File: src/rtl/serial_add_ctrl.sv
// Bit-serial adder controller: one full adder stepped over W cycles, LSB first,
// with valid/ready handshakes on the request and result sides.

module full_adder (
    input  logic i_a,
    input  logic i_b,
    input  logic i_ci,
    output logic o_s,
    output logic o_co
);

    assign o_s  = i_a ^ i_b ^ i_ci;
    assign o_co = (i_a & i_b) | (i_a & i_ci) | (i_b & i_ci);

endmodule

module serial_add_ctrl #(
    parameter int unsigned W = 8
) (
    input  logic         clk,
    input  logic         rstn,
    input  logic         s_valid,
    output logic         s_ready,
    input  logic [W-1:0] s_a,
    input  logic [W-1:0] s_b,
    input  logic         s_cin,
    output logic         m_valid,
    input  logic         m_ready,
    output logic [W-1:0] m_sum,
    output logic         m_cout,
    output logic         busy
);

    localparam int unsigned CW = (W > 1) ? $clog2(W) : 1;
    localparam logic [CW-1:0] CntLast = CW'(W - 1);

    localparam logic [1:0] StIdle = 2'd0;
    localparam logic [1:0] StRun  = 2'd1;
    localparam logic [1:0] StDone = 2'd2;

    logic [1:0]    r_state;
    logic [W-1:0]  r_op_a;
    logic [W-1:0]  r_op_b;
    logic          r_carry;
    logic [CW-1:0] r_cnt;
    logic [W-1:0]  r_shift;
    logic [W-1:0]  r_m_sum;
    logic          r_m_cout;

    logic          w_fa_s;
    logic          w_fa_co;
    logic [W-1:0]  w_shift_next;

    full_adder u_fa (
        .i_a  (r_op_a[0]),
        .i_b  (r_op_b[0]),
        .i_ci (r_carry),
        .o_s  (w_fa_s),
        .o_co (w_fa_co)
    );

    // Sum bits enter at the MSB so that after W shifts bit 0 sits at index 0.
    always_comb begin
        w_shift_next        = r_shift >> 1;
        w_shift_next[W-1]   = w_fa_s;
    end

    always_ff @(posedge clk) begin
        if (!rstn) begin
            r_state  <= StIdle;
            r_op_a   <= '0;
            r_op_b   <= '0;
            r_carry  <= 1'b0;
            r_cnt    <= '0;
            r_shift  <= '0;
            r_m_sum  <= '0;
            r_m_cout <= 1'b0;
        end else begin
            case (r_state)
                StIdle: begin
                    if (s_valid) begin
                        r_op_a  <= s_a;
                        r_op_b  <= s_b;
                        r_carry <= s_cin;
                        r_cnt   <= '0;
                        r_shift <= '0;
                        r_state <= StRun;
                    end
                end
                StRun: begin
                    r_op_a  <= r_op_a >> 1;
                    r_op_b  <= r_op_b >> 1;
                    r_carry <= w_fa_co;
                    r_shift <= w_shift_next;
                    r_cnt   <= r_cnt + CW'(1);
                    if (r_cnt == CntLast) begin
                        r_m_sum  <= w_shift_next;
                        r_m_cout <= w_fa_co;
                        r_state  <= StDone;
                    end
                end
                StDone: begin
                    if (m_ready) begin
                        r_state <= StIdle;
                    end
                end
                default: r_state <= StIdle;
            endcase
        end
    end

    assign s_ready = (r_state == StIdle);
    assign m_valid = (r_state == StDone);
    assign busy    = (r_state == StRun);
    assign m_sum   = r_m_sum;
    assign m_cout  = r_m_cout;

endmodule

File: config.mk
export PLATFORM = sky130hd
export DESIGN_NAME = serial_add_ctrl
export DESIGN_NICKNAME = d
export VERILOG_FILES = /design/src/rtl/serial_add_ctrl.sv
export SDC_FILE = /design/constraint.sdc
export NUM_CORES = 1
export LEC_CHECK = 0
export CAP_MARGIN = 20
export CORE_MARGIN = 3
export CORE_UTILIZATION = 50
export CTS_BUF_LIST = sky130_fd_sc_hd__clkbuf_4 sky130_fd_sc_hd__clkbuf_8 sky130_fd_sc_hd__clkbuf_16
export CTS_CLUSTER_DIAMETER = 50
export CTS_CLUSTER_SIZE = 8
export DETAILED_ROUTE_END_ITERATION = 10
export PLACE_DENSITY_LB_ADDON = 0.15
export SLEW_MARGIN = 0
export SYNTH_ARGS = -nofsm -noshare
export SYNTH_HDL_FRONTEND = slang
export SYNTH_SLANG_ARGS = --single-unit
File: constraint.sdc
create_clock -name clk -period 3.6 [get_ports clk]
set_input_delay 1.08 -clock clk [delete_from_list [all_inputs] [get_ports clk]]
set_output_delay 1.08 -clock clk [all_outputs]
set_load 0.005 [all_outputs]
==> impl_metrics.py <==
metrics = {
    "worst_hold_path": {
        "hold_path.class": "reg -> reg",
        "holdCritStartpoint": "m_sum[0]$_SDFFE_PN0P_",
    },
    "place": {
        "place_area_um2": 1900,
        "hpwl_um": 2090,
        "gp_congestion": 0.738,
        "pre_cts_slack_ns": 0.787,
        "portBuffers": 32,
    },
    "setup_path": {
        "cpPeakStageDelay_ns": 0.53,
        "required_ns": 2.52,
        "path_class": "reg -> out",
        "r2r-start": "r_cnt[0]$_SDFFE_PN0P_",
        "cp_slowest_cell": "clkdlybuf4s50_1",
        "startpoint_type": "flip-flop",
        "crit_fanout": 19,
        "path_cells": "nand2b_1, buf_4, clkinv_2, clkdlybuf4s50_1",
        "end_kind": "output port",
        "critPathArrivalTime_ns": 2.03,
        "crit_start": "r_state[1]$_SDFFE_PN0P_",
    },
    "floorplanning": {
        "die_area_um2": 3920,
        "die_h_um": 62.6,
        "coreArea_um2": 2900,
        "rows": 19,
        "initial_utilization_pct": 55.3,
        "ioPinCount": 33,
        "die_w_um": 62.6,
    },
    "layout": {
        "final-seq-area_um2": 761,
        "nets": 215,
        "final_util_pct": 68.2,
        "antennaDiodeCount": 0,
        "nFillCells": 250,
        "syn2layout_area_growth_pct": 23.3,
        "multi_input_area_um2": 747,
        "design_area_um2": 1980,
        "drive_gt1_share_pct": 11.5,
    },
    "logic_synthesis": {
        "synth_area_per_cell_um2": 9.78,
        "syn_inst": 164,
        "syn_nets": 188,
        "yosysWarnings": 0,
        "syn_area_um2": 1600,
        "synth-edff-count": 0,
        "synthDistinctLibCells": 26,
        "ys_seq_area_share_pct": 47.4,
        "ys.flop_type": "dfxtp_1",
        "synth_seq_cells": 38,
        "synthArstFlopShare_pct": 0,
    },
    "power": {
        "p_leak_nw": 0.694,
        "peakVddDrop_mv": 0.292,
        "p_per_area_nw_per_um2": 425,
    },
    "detailed_routing": {
        "routedWlPerCell_um": 13.2,
        "dr.pass1.iters": 4,
        "final_antenna_net_count": 0,
        "vias_per_cell": 5.45,
        "vias": 1275,
        "wl_um": 3100,
        "drt_iter0_markers": 58,
        "remaining_drc_errors": 0,
    },
    "timing": {
        "hold_violations": 0,
        "drv_slew": 0,
        "clock.fmax_ghz": 0.321,
        "layout_worst_path_cycle_share_pct": 86.5,
        "post-route-min-period_ns": 3.11,
        "rsz0062_at_grt": "false",
        "slew_headroom_pct": 32.8,
        "tns_ns": 0,
        "fin_ws_ns": 0.488,
        "worst_slew_pin_slew_ns": 1.00,
        "final-setup-viol-count": 0,
        "skew_ns": 0.00710,
    },
    "cts": {
        "h-tree-depth": 2,
        "cts_buffer_depth": 2,
        "numCtsBuffers": 5,
        "tritoncts": "yes",
        "cts.sinks": 38,
        "cts_resized": 0,
        "clk_latency_ns": 0.35,
        "cts-root-buf": "clkbuf_4",
        "cts_hold_buf": 0,
        "post-cts-setup-buffer-count": 0,
        "clk_transition_reported_paths_ns": 0.11,
    },
    "run": {
        "maxCapViolCount": 0,
    },
    "global_routing": {
        "grt_pass1_vias": 1209,
        "grt_first_pass_wirelength_um": 5450,
        "grt_busiest_layer": "met2",
        "overflow": 0,
        "grtUsageMet1_pct": 20.7,
        "grtUsageMet3_pct": 5.76,
        "use_met2_pct": 27.6,
        "antenna_found_initial": 0,
        "grt_max_degree": 26,
        "grt_usage_pct": 17.5,
    },
    "outcome": {
        "outcome": "finished clean",
    },
}
==> power by group <==
part           total [mW]  leakage (nW)  switching (mW)  internal [mW]
sequential          0.455         0.311          0.0148          0.441
combinational       0.101         0.338          0.0483         0.0529
clock               0.284        0.0450           0.141          0.144
==> kinds of logic (layout without fill, tap and decap cells) <==
logic type               count (synthesis)  count (layout)  synth area share, %
AND/OR/NAND/NOR                         69              69                 20.1
flip-flops                              38              38                 47.4
AO/OA/AOI/OAI                           38              38                 23.0
buffers and inverters                   15              43                 6.01
multiplexers                             1               1                0.624
adder cells (fa/ha/maj)                  3               3                 2.81
==> cell usage in the layout (no fill, tap or decap), drive strengths merged, types with 3 or more instances in the layout <==
cell type,instances
clkdlybuf4s50,32
a21boi,10
nand3,9
a22oi,11
clkbuf,5
nor2,31
nor2b,12
dfxtp,38
clkinv,3
nand2,10
o221ai,15
==> area by class of cell <==
cell class,count,share of cell area (%)
inverter,1,0.253
tap,42,2.66
timing repair buffer,34,17.0
sequential,38,38.5
clock inverter,3,2.02
multi-input combinational,111,37.8
clock buffer,5,1.90
==> synthesized netlist by cell type (all sizes together) (2+ instances only) <==
cell / count / share of area, %
a21boi: 10 / 4.7
a22oi: 11 / 5.1
buf: 9 / 4.5
clkbuf: 5 / 1.2
dfxtp: 38 / 47
ha: 2 / 1.6
nand2: 10 / 2.3
nand2b: 2 / 0.78
nand3: 9 / 2.8
nor2: 31 / 7.3
nor2b: 12 / 4.7
o221ai: 15 / 12
==> through the flow <==
step,cells,power [mW],hold WS [ns]
2_1_floorplan,164,0.533,0.441
3_3_place_gp,226,0.562,0.445
3_5_place_dp,226,0.566,0.449
4_1_cts,234,0.848,0.465
5_1_grt,234,0.883,0.486
6_report,234,0.841,0.462
==> registers in the layout, summed over array words and instances, names as in the netlist <==
signal / flops
m_cout: 1
m_sum: 8
r_carry: 1
r_cnt: 3
r_op_a: 8
r_op_b: 8
r_shift: 7
r_state: 2
==> worst paths after layout <==
path | to | slack, ns | cells after the start
worst min register to register | m_sum[0]$_SDFFE_PN0P_ | 0.46 | 2
worst min-delay path | m_sum[0]$_SDFFE_PN0P_ | 0.46 | 2
worst max-delay path | busy | 0.49 | 4
worst max register to register | m_sum[4]$_SDFFE_PN0P_ | 1.96 | 5
==> layer usage <==
metal | vias up | share of wire (%) | wire, µm
li1 | 634 | - | -
met1 | 609 | 46 | 1420
met2 | 24 | 47 | 1440
met3 | 8 | 5.5 | 171
met4 | 0 | 2.0 | 63
met5 | - | 0 | 0
==> worst max-delay path, delay by kind of cell (launching register included) <==
kind	cells	cell delay, ns
buf+inv	3	1.07
simple gates	1	0.14
flops	1	0.47
(Power assumes the default switching activity.)
